File: src/rtl/send_pkg.sv
// Shared types and constants for the req/ack link sender.
// The optional ack timeout is enabled by defining SEND_ACK_TIMEOUT_EN.
package send_pkg;

    typedef enum logic [1:0] {
        ST_IDLE = 2'd0,
        ST_REQ  = 2'd1,
        ST_REL  = 2'd2
    } send_state_e;

    localparam int HS_4PHASE = 0;
    localparam int HS_2PHASE = 1;

    function automatic int entry_width(input int data_w);
        return data_w + 1;
    endfunction

endpackage

File: src/rtl/send_reqack_tx_if.sv
// Stream-side and link-side signals of one send_reqack_tx port.
// The slave modport is the sender itself; the master modport is its environment.
interface send_reqack_tx_if #(
    parameter int DATA_W     = 16,
    parameter int FIFO_DEPTH = 8
);
    localparam int LVL_W = $clog2(FIFO_DEPTH) + 1;

    logic [DATA_W-1:0]   s_axis_tdata;
    logic                s_axis_tvalid;
    logic [DATA_W/8-1:0] s_axis_tkeep;
    logic                s_axis_tlast;
    logic                s_axis_tready;
    logic                tx_ack;
    logic                tx_req;
    logic [DATA_W-1:0]   tx_data;
    logic                send_done;
    logic [LVL_W-1:0]    fifo_level;
    logic                busy;
    logic                tx_err;

    modport slave (
        input  s_axis_tdata, s_axis_tvalid, s_axis_tkeep, s_axis_tlast, tx_ack,
        output s_axis_tready, tx_req, tx_data, send_done, fifo_level, busy, tx_err
    );

    modport master (
        output s_axis_tdata, s_axis_tvalid, s_axis_tkeep, s_axis_tlast, tx_ack,
        input  s_axis_tready, tx_req, tx_data, send_done, fifo_level, busy, tx_err
    );

endinterface

File: src/rtl/send_sync_fifo.sv
// Generic synchronous FIFO with a registered head-of-queue word.
// Occupancy counts both the storage array and the output register.
module send_sync_fifo #(
    parameter  int WIDTH = 17,
    parameter  int DEPTH = 8,
    localparam int PTR_W = $clog2(DEPTH),
    localparam int LVL_W = PTR_W + 1
) (
    input  logic             clk,
    input  logic             rst_n,
    input  logic             i_push,
    input  logic [WIDTH-1:0] i_wdata,
    input  logic             i_pop,
    output logic [WIDTH-1:0] o_rdata,
    output logic             o_full,
    output logic             o_empty,
    output logic [LVL_W-1:0] o_level
);

    logic [WIDTH-1:0] r_mem [DEPTH];
    logic [PTR_W-1:0] r_wr_ptr;
    logic [PTR_W-1:0] r_rd_ptr;
    logic [LVL_W-1:0] r_mem_cnt;
    logic [WIDTH-1:0] r_out_data;
    logic             r_out_valid;
    logic             w_pop;
    logic             w_load;

    assign w_pop  = i_pop & r_out_valid;
    // Refill the head register whenever it is vacant or being consumed this cycle.
    assign w_load = (r_mem_cnt != '0) & (~r_out_valid | w_pop);

    always_ff @(posedge clk) begin
        if (i_push) begin
            r_mem[r_wr_ptr] <= i_wdata;
        end
    end

    always_ff @(posedge clk) begin
        if (!rst_n) begin
            r_wr_ptr    <= '0;
            r_rd_ptr    <= '0;
            r_mem_cnt   <= '0;
            r_out_data  <= '0;
            r_out_valid <= 1'b0;
        end else begin
            if (i_push) begin
                r_wr_ptr <= r_wr_ptr + PTR_W'(1);
            end
            if (w_load) begin
                r_out_data  <= r_mem[r_rd_ptr];
                r_rd_ptr    <= r_rd_ptr + PTR_W'(1);
                r_out_valid <= 1'b1;
            end else if (w_pop) begin
                r_out_valid <= 1'b0;
            end
            case ({i_push, w_load})
                2'b10:   r_mem_cnt <= r_mem_cnt + LVL_W'(1);
                2'b01:   r_mem_cnt <= r_mem_cnt - LVL_W'(1);
                default: r_mem_cnt <= r_mem_cnt;
            endcase
        end
    end

    assign o_rdata = r_out_data;
    assign o_empty = ~r_out_valid;
    assign o_level = r_mem_cnt + LVL_W'(r_out_valid);
    assign o_full  = (o_level == LVL_W'(DEPTH));

endmodule

File: src/rtl/send_reqack_tx.sv
// Buffers an AXI-Stream beat stream and drains it word by word over a req/ack link.
// Define SEND_ACK_TIMEOUT_EN to bound ack waits and raise the sticky tx_err flag.
module send_reqack_tx
    import send_pkg::*;
#(
    parameter int DATA_W      = 16,
    parameter int FIFO_DEPTH  = 8,
    parameter int SYNC_STAGES = 2,
    parameter int HS_MODE     = 0,
    parameter int ACK_TIMEOUT = 1024
) (
    input logic              clk,
    input logic              rst_n,
    send_reqack_tx_if.slave  bus
);

    localparam int ENTRY_W = entry_width(DATA_W);
    localparam int LVL_W   = $clog2(FIFO_DEPTH) + 1;

    logic                   w_push;
    logic                   w_pop;
    logic                   w_full;
    logic                   w_empty;
    logic [ENTRY_W-1:0]     w_rdata;
    logic [LVL_W-1:0]       w_level;
    logic                   w_ack_s;
    logic                   w_progress;
    logic                   w_waiting;
    logic                   w_timeout;

    logic [SYNC_STAGES-1:0] r_ack_sync;
    send_state_e            r_state;
    logic                   r_tx_req;
    logic [DATA_W-1:0]      r_tx_data;
    logic                   r_last;
    logic                   r_send_done;

    // Beats with no enabled bytes are accepted but never stored.
    assign w_push = bus.s_axis_tvalid & bus.s_axis_tready & (|bus.s_axis_tkeep);
    assign w_pop  = (r_state == ST_IDLE) & ~w_empty;

    send_sync_fifo #(
        .WIDTH (ENTRY_W),
        .DEPTH (FIFO_DEPTH)
    ) u_fifo (
        .clk     (clk),
        .rst_n   (rst_n),
        .i_push  (w_push),
        .i_wdata ({bus.s_axis_tlast, bus.s_axis_tdata}),
        .i_pop   (w_pop),
        .o_rdata (w_rdata),
        .o_full  (w_full),
        .o_empty (w_empty),
        .o_level (w_level)
    );

    always_ff @(posedge clk) begin
        if (!rst_n) begin
            r_ack_sync <= '0;
        end else begin
            r_ack_sync <= {r_ack_sync[SYNC_STAGES-2:0], bus.tx_ack};
        end
    end

    assign w_ack_s = r_ack_sync[SYNC_STAGES-1];

    always_comb begin
        w_progress = 1'b0;
        case (r_state)
            ST_REQ:  w_progress = (HS_MODE == HS_2PHASE) ? (w_ack_s == r_tx_req) : w_ack_s;
            ST_REL:  w_progress = ~w_ack_s;
            default: w_progress = 1'b0;
        endcase
    end

    assign w_waiting = ((r_state == ST_REQ) | (r_state == ST_REL)) & ~w_progress;

`ifdef SEND_ACK_TIMEOUT_EN
    localparam int TO_W = $clog2(ACK_TIMEOUT + 1);

    logic [TO_W-1:0] r_wait_cnt;
    logic            r_tx_err;

    assign w_timeout = w_waiting & (r_wait_cnt == TO_W'(ACK_TIMEOUT - 1));

    always_ff @(posedge clk) begin
        if (!rst_n) begin
            r_wait_cnt <= '0;
            r_tx_err   <= 1'b0;
        end else begin
            if (w_pop || ((r_state == ST_REQ) && w_progress)) begin
                r_wait_cnt <= '0;
            end else if (w_waiting) begin
                r_wait_cnt <= r_wait_cnt + TO_W'(1);
            end
            if (w_timeout) begin
                r_tx_err <= 1'b1;
            end
        end
    end

    assign bus.tx_err = r_tx_err;
`else
    assign w_timeout  = 1'b0;
    assign bus.tx_err = 1'b0;
`endif

    always_ff @(posedge clk) begin
        if (!rst_n) begin
            r_state     <= ST_IDLE;
            r_tx_req    <= 1'b0;
            r_tx_data   <= '0;
            r_last      <= 1'b0;
            r_send_done <= 1'b0;
        end else begin
            r_send_done <= 1'b0;
            case (r_state)
                ST_IDLE: begin
                    if (w_pop) begin
                        r_tx_data <= w_rdata[DATA_W-1:0];
                        r_last    <= w_rdata[DATA_W];
                        r_tx_req  <= (HS_MODE == HS_2PHASE) ? ~r_tx_req : 1'b1;
                        r_state   <= ST_REQ;
                    end
                end
                ST_REQ: begin
                    if (w_progress) begin
                        if (HS_MODE == HS_2PHASE) begin
                            r_send_done <= r_last;
                            r_state     <= ST_IDLE;
                        end else begin
                            r_tx_req <= 1'b0;
                            r_state  <= ST_REL;
                        end
                    end else if (w_timeout) begin
                        // Two-phase keeps its level; the next word toggles from here.
                        if (HS_MODE != HS_2PHASE) begin
                            r_tx_req <= 1'b0;
                        end
                        r_state <= ST_IDLE;
                    end
                end
                ST_REL: begin
                    if (w_progress) begin
                        r_send_done <= r_last;
                        r_state     <= ST_IDLE;
                    end else if (w_timeout) begin
                        r_state <= ST_IDLE;
                    end
                end
                default: r_state <= ST_IDLE;
            endcase
        end
    end

    assign bus.s_axis_tready = ~w_full;
    assign bus.tx_req        = r_tx_req;
    assign bus.tx_data       = r_tx_data;
    assign bus.send_done     = r_send_done;
    assign bus.fifo_level    = w_level;
    assign bus.busy          = (w_level != '0) | (r_state != ST_IDLE);

endmodule
File: src/flat_wrapper.sv
// flat-port wrapper written by rule: the top's interface ports become plain ports
module send_reqack_tx_flat import send_pkg::*;
#(
    parameter int DATA_W      = 16,
    parameter int FIFO_DEPTH  = 8,
    parameter int SYNC_STAGES = 2,
    parameter int HS_MODE     = 0,
    parameter int ACK_TIMEOUT = 1024
)
  (clk, rst_n, bus_s_axis_tdata, bus_s_axis_tvalid, bus_s_axis_tkeep, bus_s_axis_tlast, bus_tx_ack, bus_s_axis_tready, bus_tx_req, bus_tx_data, bus_send_done, bus_fifo_level, bus_busy, bus_tx_err);
  send_reqack_tx_if #(.DATA_W(DATA_W), .FIFO_DEPTH(FIFO_DEPTH)) bus_i ();
  input logic clk;
  input logic rst_n;
  input wire logic [$bits(bus_i.s_axis_tdata)-1:0] bus_s_axis_tdata;
  input wire logic [$bits(bus_i.s_axis_tvalid)-1:0] bus_s_axis_tvalid;
  input wire logic [$bits(bus_i.s_axis_tkeep)-1:0] bus_s_axis_tkeep;
  input wire logic [$bits(bus_i.s_axis_tlast)-1:0] bus_s_axis_tlast;
  input wire logic [$bits(bus_i.tx_ack)-1:0] bus_tx_ack;
  output wire logic [$bits(bus_i.s_axis_tready)-1:0] bus_s_axis_tready;
  output wire logic [$bits(bus_i.tx_req)-1:0] bus_tx_req;
  output wire logic [$bits(bus_i.tx_data)-1:0] bus_tx_data;
  output wire logic [$bits(bus_i.send_done)-1:0] bus_send_done;
  output wire logic [$bits(bus_i.fifo_level)-1:0] bus_fifo_level;
  output wire logic [$bits(bus_i.busy)-1:0] bus_busy;
  output wire logic [$bits(bus_i.tx_err)-1:0] bus_tx_err;
  assign bus_i.s_axis_tdata = bus_s_axis_tdata;
  assign bus_i.s_axis_tvalid = bus_s_axis_tvalid;
  assign bus_i.s_axis_tkeep = bus_s_axis_tkeep;
  assign bus_i.s_axis_tlast = bus_s_axis_tlast;
  assign bus_i.tx_ack = bus_tx_ack;
  assign bus_s_axis_tready = bus_i.s_axis_tready;
  assign bus_tx_req = bus_i.tx_req;
  assign bus_tx_data = bus_i.tx_data;
  assign bus_send_done = bus_i.send_done;
  assign bus_fifo_level = bus_i.fifo_level;
  assign bus_busy = bus_i.busy;
  assign bus_tx_err = bus_i.tx_err;
  send_reqack_tx #(.DATA_W(DATA_W), .FIFO_DEPTH(FIFO_DEPTH), .SYNC_STAGES(SYNC_STAGES), .HS_MODE(HS_MODE), .ACK_TIMEOUT(ACK_TIMEOUT)) u_core (.clk(clk), .rst_n(rst_n), .bus(bus_i));
endmodule
File: config.mk
export PLATFORM = sky130hd
export DESIGN_NAME = send_reqack_tx_flat
export DESIGN_NICKNAME = d
export VERILOG_FILES = /design/src/rtl/send_pkg.sv /design/src/rtl/send_reqack_tx_if.sv /design/src/rtl/send_sync_fifo.sv /design/src/rtl/send_reqack_tx.sv /design/src/flat_wrapper.sv
export SDC_FILE = /design/constraint.sdc
export NUM_CORES = 1
export LEC_CHECK = 0
export BUFFER_PORTS_ARGS = -buffer_cell sky130_fd_sc_hd__buf_2
export CAP_MARGIN = 30
export CORE_MARGIN = 4
export CORE_UTILIZATION = 50
export CTS_BUF_LIST = sky130_fd_sc_hd__clkbuf_16
export DETAILED_ROUTE_END_ITERATION = 8
export GPL_TIMING_DRIVEN = 0
export PLACE_DENSITY = 0.68
export SLEW_MARGIN = 20
export SYNTH_ARGS = -nofsm -noshare
export SYNTH_HDL_FRONTEND = slang
export SYNTH_SLANG_ARGS = --single-unit
File: constraint.sdc
create_clock -name clk -period 9.46 [get_ports clk]
set_clock_uncertainty 0.15 [all_clocks]
set_input_delay 1.892 -clock clk [delete_from_list [all_inputs] [get_ports clk]]
set_output_delay 1.892 -clock clk [all_outputs]
set_load 0.05 [all_outputs]
==> results of run 1 <==
## sequential cells by signal (all words and copies together) (netlist names)
name                       flops
u_core.bus.send_done           1
u_core.bus.tx_data            16
u_core.bus.tx_req              1
u_core.r_ack_sync              2
u_core.r_last                  1
u_core.r_state                 2
u_core.u_fifo.o_rdata         17
u_core.u_fifo.r_mem          136
u_core.u_fifo.r_mem_cnt        4
u_core.u_fifo.r_out_valid      1
u_core.u_fifo.r_rd_ptr         3
u_core.u_fifo.r_wr_ptr         3
## worst register-to-register path, delay by kind of cell (launching register included)
family	cells	cell delay [ns]
compound gates	3	0.54
xor+xnor	3	0.44
fa+ha+maj	4	0.85
buf+inv	2	0.35
flops	1	0.46
simple gates	2	0.41
## per-layer routing
metal	vias up	wire length [um]
met5	-	21
met4	4	201
met3	15	667
met2	88	6630
met1	1942	6500
li1	1799	-
## final cells by class
cell class / count / share of cell area
Multi-Input combinational cell: 205 / 0.242
Clock buffer: 20 / 0.0588
Tap cell: 180 / 0.0265
Inverter: 4 / 0.00176
Timing Repair Buffer: 54 / 0.0403
Sequential cell: 187 / 0.600
Buffer: 25 / 0.0172
Clock inverter: 12 / 0.0138
## through the flow
stage / instance area (um^2) / setup slack [ns]
finish: 8510 / 5.02
global route: 8510 / 4.82
CTS: 8510 / 4.97
detailed placement: 7890 / 5.20
global placement: 7760 / 2.85
floorplan: 7310 / 4.76
## path summary, 6_finish.rpt
check	slack, ns	cells past startpoint	to	from
worst min register to register	0.30	1	u_core.r_ack_sync[1]	u_core.r_ack_sync[0]
worst max-delay path	5.02	5	bus_busy	u_core.u_fifo.r_mem_cnt[0]
worst max register to register	6.20	14	u_core.u_fifo.r_mem_cnt[2]	u_core.u_fifo.r_mem_cnt[0]
worst min-delay path	0.30	1	u_core.r_ack_sync[1]	u_core.r_ack_sync[0]
## cells by family after synthesis
kind of cell | after synthesis | synth area share
other | 1 | 0.000513
flip-flops | 187 | 0.699
adder cells (fa/ha/maj) | 7 | 0.0120
multiplexers | 56 | 0.152
AO/OA/AOI/OAI | 51 | 0.0479
AND/OR/NAND/NOR | 82 | 0.0570
buffers and inverters | 29 | 0.0221
XOR/XNOR | 8 | 0.00959
## power by group through the flow
stage	sequential [W]	combinational (W)	clock (W)
final	0.000990	0.000636	0.000724
after CTS	0.000990	0.000642	0.000738
after detailed placement	0.00101	0.000638	0
after floorplan	0.00103	0.000451	0
after global routing	0.000997	0.000692	0.000774
after global placement	0.00100	0.000619	0
## placed cells by master, fill, tap and decap left out, types with 3 or more instances in the layout
cell type,count
buf_1,3
ha_1,7
buf_8,6
mux2_2,17
nand2_1,44
and2_1,4
inv_1,7
xor2_1,5
buf_6,5
mux2i_1,5
nand2b_1,3
clkbuf_1,11
a22o_1,17
and4b_1,3
nand3_1,3
edfxtp_1,136
dfxtp_1,51
mux4_2,6
nor2_1,6
xnor2_1,3
mux4_1,28
buf_2,51
a21oi_1,24
nor2b_1,4
clkbuf_16,20
==> impl_metrics.py, run 1 <==
metrics = {
    "outcome": {
        "status": "complete, no violations",
    },
    "yosys": {
        "ys_types": 47,
        "ys.flop_type": "edfxtp_1",
        "netlist_area_um2": 7310,
        "synth_commonest_cells": "136 x edfxtp_1, 51 x dfxtp_1, 44 x nand2_1",
        "synth_edf_count": 136,
        "synth_cells": 421,
        "yosys_warnings": 0,
        "synth_top_area_frac": 0.559,
        "async_flop_share": 0,
        "synthTopCellsByArea": "edfxtp_1 56%, dfxtp_1 14%, mux4_1 10%",
        "synth_nets": 451,
        "synth_largest_area_cell": "edfxtp_1",
        "syn_avg_cell_area_um2": 17.4,
        "yosysMostFrequentCell": "edfxtp_1",
        "synth_seq_cells": 187,
        "seq_area_frac_synth": 0.699,
    },
    "timing": {
        "timing.slew.headroom": 0.514,
        "fin_tns_setup_ns": 0,
        "worst_slew_pin_slew_ns": 0.729,
        "maxSlewViolCount": 0,
        "final.period_utilization": 0.469,
        "period_needed_ns": 4.44,
        "setup_viol": 0,
        "fmax_ghz": 0.225,
        "whs_ns": 0.303,
        "hold_violations": 0,
        "grt_setup_unrepaired": "no",
    },
    "grt": {
        "top_usage_layer": "met2",
        "grt_antenna_before_repair": 2,
        "grt_overflow": 0,
        "globalRouteMet1Util": 0.251,
        "grt_pass1_vias": 3799,
        "grt.met2_usage": 0.270,
        "grt_pass1_wl_mm": 21.7,
        "grt_max_degree": 18,
        "grtUsageMet3": 0.0436,
        "grtUsageTotal": 0.179,
    },
    "routing": {
        "route.detailed.drc": 0,
        "drt.antenna.violating_nets": 0,
        "first_iter_violations": 346,
        "vias": 3848,
        "viasPerCell": 5.60,
        "post_drt_wl_per_cell_um": 20.4,
        "routed_wl_mm": 14.0,
        "dr.pass1.iters": 4,
    },
    "cts": {
        "cts_resized": 0,
        "cts_max_level": 4,
        "clockBufferDepth": 2,
        "insertion_delay_ns": 0.44,
        "root_buffer": "clkbuf_16",
        "clkSlewWorstSetupHoldPaths_ns": 0.06,
        "cts_sinks": 187,
        "cts_tree": "done",
        "cts_made_buffers": 17,
        "cts_setup_buffers": 0,
        "ctsHoldBuffers": 0,
    },
    "worst_setup_path": {
        "path_buf_inv": 1,
        "cpLargestDelayFamily": "simple AND/OR/NAND/NOR gates",
        "crit_path_end_kind": "output port",
        "cp_data_required_time_ns": 7.42,
        "slowest_delay_ns": 0.47,
        "critical_path.slowest_cell": "or4b_1",
        "crit_path_cell_trace": "ha_1, ha_1, nor3_1, or4b_1, buf_2",
        "cpMostUsedCell": "ha_1",
        "worstPathArrival_ns": 2.40,
        "critPathKind": "reg -> out",
        "startpoint_type": "flop",
        "crit_fanout": 7,
    },
    "pwr": {
        "power_switching_w": 0.000695,
        "fin_total_pwr_w": 0.00235,
        "p_comb_frac": 0.271,
        "power_leakage_nw": 3.03,
        "switching_share": 0.296,
        "power_density_nw_per_um2": 276,
        "ir_drop_uv": 140,
        "p_int_w": 0.00165,
        "seqPwrFrac": 0.421,
        "p_clk_frac": 0.308,
    },
    "floorplan": {
        "die_area_um2": 16600,
        "core_um2": 14100,
        "core.rowCount": 43,
        "start_util": 0.518,
        "die_w_um": 129,
        "die_h_um": 129,
        "io_pins": 48,
    },
    "place": {
        "place.detailed.hpwl_mm": 9.30,
        "portBuffers": 46,
        "gp_congestion": 0.718,
        "dp_cells": 655,
    },
    "min_path": {
        "hold_path_class": "reg -> reg",
    },
    "cells_and_area": {
        "fillCellCount": 1058,
        "regArea_um2": 5100,
        "layout-drive-gt1-share": 0.243,
        "nets": 524,
        "area_growth_pct": 16.4,
        "fin_cells": 687,
        "multiInputGateArea_um2": 2060,
        "utilization": 0.604,
        "antennaDiodeCount": 0,
    },
    "flow_run": {
        "drv_cap": 0,
    },
}
Note: power is estimated with default switching activity, not from simulation.
==> run 2, diff against run 1 <==
- PLACE_DENSITY: 0.68 -> 0.7
- clock period: 9.46 -> 4 ns (I/O delays scaled with it)
==> run 2 against run 1 <==
  * Core utilization is 0.64 points lower
  * Critical endpoint unchanged
  * Non-clock buffer count is 1 lower
  * Largest cell class unchanged
  * Global-route usage is 0.44 points lower
==> impl_metrics.py, run 2 (synthesized netlist as in run 1, its figures left out) <==
metrics = {
    "outcome": {
        "status": "complete, no violations",
    },
    "cells_and_area": {
        "utilization": 0.597,
        "layout-drive-gt1-share": 0.231,
        "largest_reg_flops": 136,
        "antennaDiodeCount": 0,
        "fin_cells": 686,
        "nets": 523,
        "final_common_cell": "edfxtp_1",
        "final_cell_mix": "136 x edfxtp_1, 51 x buf_2, 51 x dfxtp_1, 44 x nand2_1, 28 x mux4_1",
        "regMostFlops": "u_core.u_fifo.r_mem",
        "area_growth_pct": 15.2,
    },
    "routing": {
        "drt.antenna.violating_nets": 0,
        "first_iter_violations": 287,
        "vias": 3826,
        "post_drt_wl_per_cell_um": 19.9,
        "dr.pass1.iters": 4,
        "viasPerCell": 5.58,
        "routed_wl_mm": 13.6,
        "route.detailed.drc": 0,
    },
    "grt": {
        "grt_antenna_before_repair": 2,
        "grt_max_degree": 18,
        "grtUsageTotal": 0.175,
        "grt_pass1_wl_mm": 21.5,
        "grt_pass1_vias": 3790,
        "grt_overflow": 0,
    },
    "worst_setup_path": {
        "reg2reg_depth": 13,
        "crit_path_end_kind": "output port",
        "crit_end": "bus_busy",
        "crit_fanout": 7,
        "cpLargestDelayFamily": "simple AND/OR/NAND/NOR gates",
        "critPathKind": "reg -> out",
        "r2r-end": "u_core.u_fifo.r_mem_cnt[2]",
        "critical_path.slowest_cell": "dfxtp_1",
        "crit_path_cell_trace": "ha_1, ha_1, nor3_1, or4b_1, buf_2",
        "startpoint": "u_core.u_fifo.r_mem_cnt[0]",
        "r2r_slack_ns": 0.75,
        "timing.rr.start": "u_core.u_fifo.r_mem_cnt[0]",
        "startpoint_type": "flop",
        "cp_data_required_time_ns": 3.05,
        "cpMostUsedCell": "ha_1",
        "crit_cells": 5,
        "slowest_delay_ns": 0.46,
        "worstPathArrival_ns": 2.39,
        "path_buf_inv": 1,
    },
    "cts": {
        "ctsHoldBuffers": 0,
        "root_buffer": "clkbuf_16",
        "clkSlewWorstSetupHoldPaths_ns": 0.06,
        "cts_tree": "done",
        "cts_setup_buffers": 0,
        "cts_sinks": 187,
        "clockBufferDepth": 2,
        "insertion_delay_ns": 0.42,
        "cts_made_buffers": 17,
        "cts_max_level": 4,
        "cts_resized": 0,
    },
    "place": {
        "portBuffers": 46,
        "dp_slack_ns": 0.787,
        "gp_congestion": 0.746,
        "dp_cells": 654,
        "place.detailed.hpwl_mm": 9.13,
    },
    "pwr": {
        "power_switching_w": 0.00161,
        "seqPwrFrac": 0.433,
        "fin_total_pwr_w": 0.00540,
        "p_comb_frac": 0.278,
        "power_leakage_nw": 2.99,
        "power_density_nw_per_um2": 641,
        "ir_drop_uv": 364,
        "switching_share": 0.298,
        "p_int_w": 0.00379,
        "p_clk_frac": 0.288,
    },
    "timing": {
        "fin_tns_setup_ns": 0,
        "grt_setup_unrepaired": "no",
        "final.period_utilization": 0.836,
        "maxSlewViolCount": 0,
        "period_needed_ns": 3.34,
        "fin_ws_ns": 0.655,
        "fmax_ghz": 0.299,
        "setup_viol": 0,
        "timing.slew.headroom": 0.501,
        "hold_violations": 0,
        "worst_slew_pin_slew_ns": 0.748,
    },
    "floorplan": {
        "die_w_um": 129,
        "start_util": 0.518,
        "die_area_um2": 16600,
        "io_pins": 48,
        "core_um2": 14100,
        "core.rowCount": 43,
        "die_h_um": 129,
    },
    "min_path": {
        "hold_path_class": "reg -> reg",
    },
    "flow_run": {
        "drv_cap": 0,
    },
}
[run 2: changes by cell type in the layout (fill, tap and decap cells not counted)]
cell,change
clkinv_2,+1
buf_6,-2
clkinv_1,+5
clkinvlp_4,-2
buf_4,+1
clkbuf_16,-3
clkinv_4,-1
[run 2: layer usage]
layer	wire length, um	part of all wire	GRT usage	vias to the layer above
met5	20	0.0015	0	-
met4	159	0.012	0.0463	4
met3	686	0.050	0.0506	18
met2	6510	0.48	0.277	90
met1	6260	0.46	0.241	1916
li1	-	-	-	1798
[run 2: how the worst min path moves through the flow]
stage | from | endpoint | slack (ns) | depth (start not counted)
6_report | u_core.r_ack_sync[0] | u_core.r_ack_sync[1] | 0.28 | 1
5_1_grt | u_core.r_ack_sync[0] | u_core.r_ack_sync[1] | 0.29 | 1
4_1_cts | u_core.r_ack_sync[0] | u_core.r_ack_sync[1] | 0.28 | 1
3_5_place_dp | u_core.r_ack_sync[0] | u_core.r_ack_sync[1] | 0.27 | 1
3_3_place_gp | u_core.r_ack_sync[0] | u_core.r_ack_sync[1] | 0.27 | 1
2_1_floorplan | u_core.r_ack_sync[0] | u_core.r_ack_sync[1] | 0.26 | 1
[run 2: area by class of cell]
cell class,instances,area [um^2]
sequential,187,5100
clock inverter,15,118
multi-input combinational,205,2060
tap,180,225
buffer,25,146
fill,1071,5680
timing repair buffer,53,328
clock buffer,17,425
inverter,4,15.0
[run 2: power by group through the flow]
stage | clock network (W) | registers (W) | logic [W]
after floorplan | 0 | 0.00244 | 0.00107
after global placement | 0 | 0.00237 | 0.00147
after detailed placement | 0 | 0.00238 | 0.00150
after CTS | 0.00158 | 0.00234 | 0.00152
after global routing | 0.00166 | 0.00236 | 0.00163
final | 0.00156 | 0.00234 | 0.00150
[run 2: stage by stage]
stage,cell area [um^2],hold slack (ns)
finish,8420,0.283
CTS,8420,0.282
global placement,7770,0.267
detailed placement,7880,0.268
floorplan,7310,0.262
global route,8420,0.293
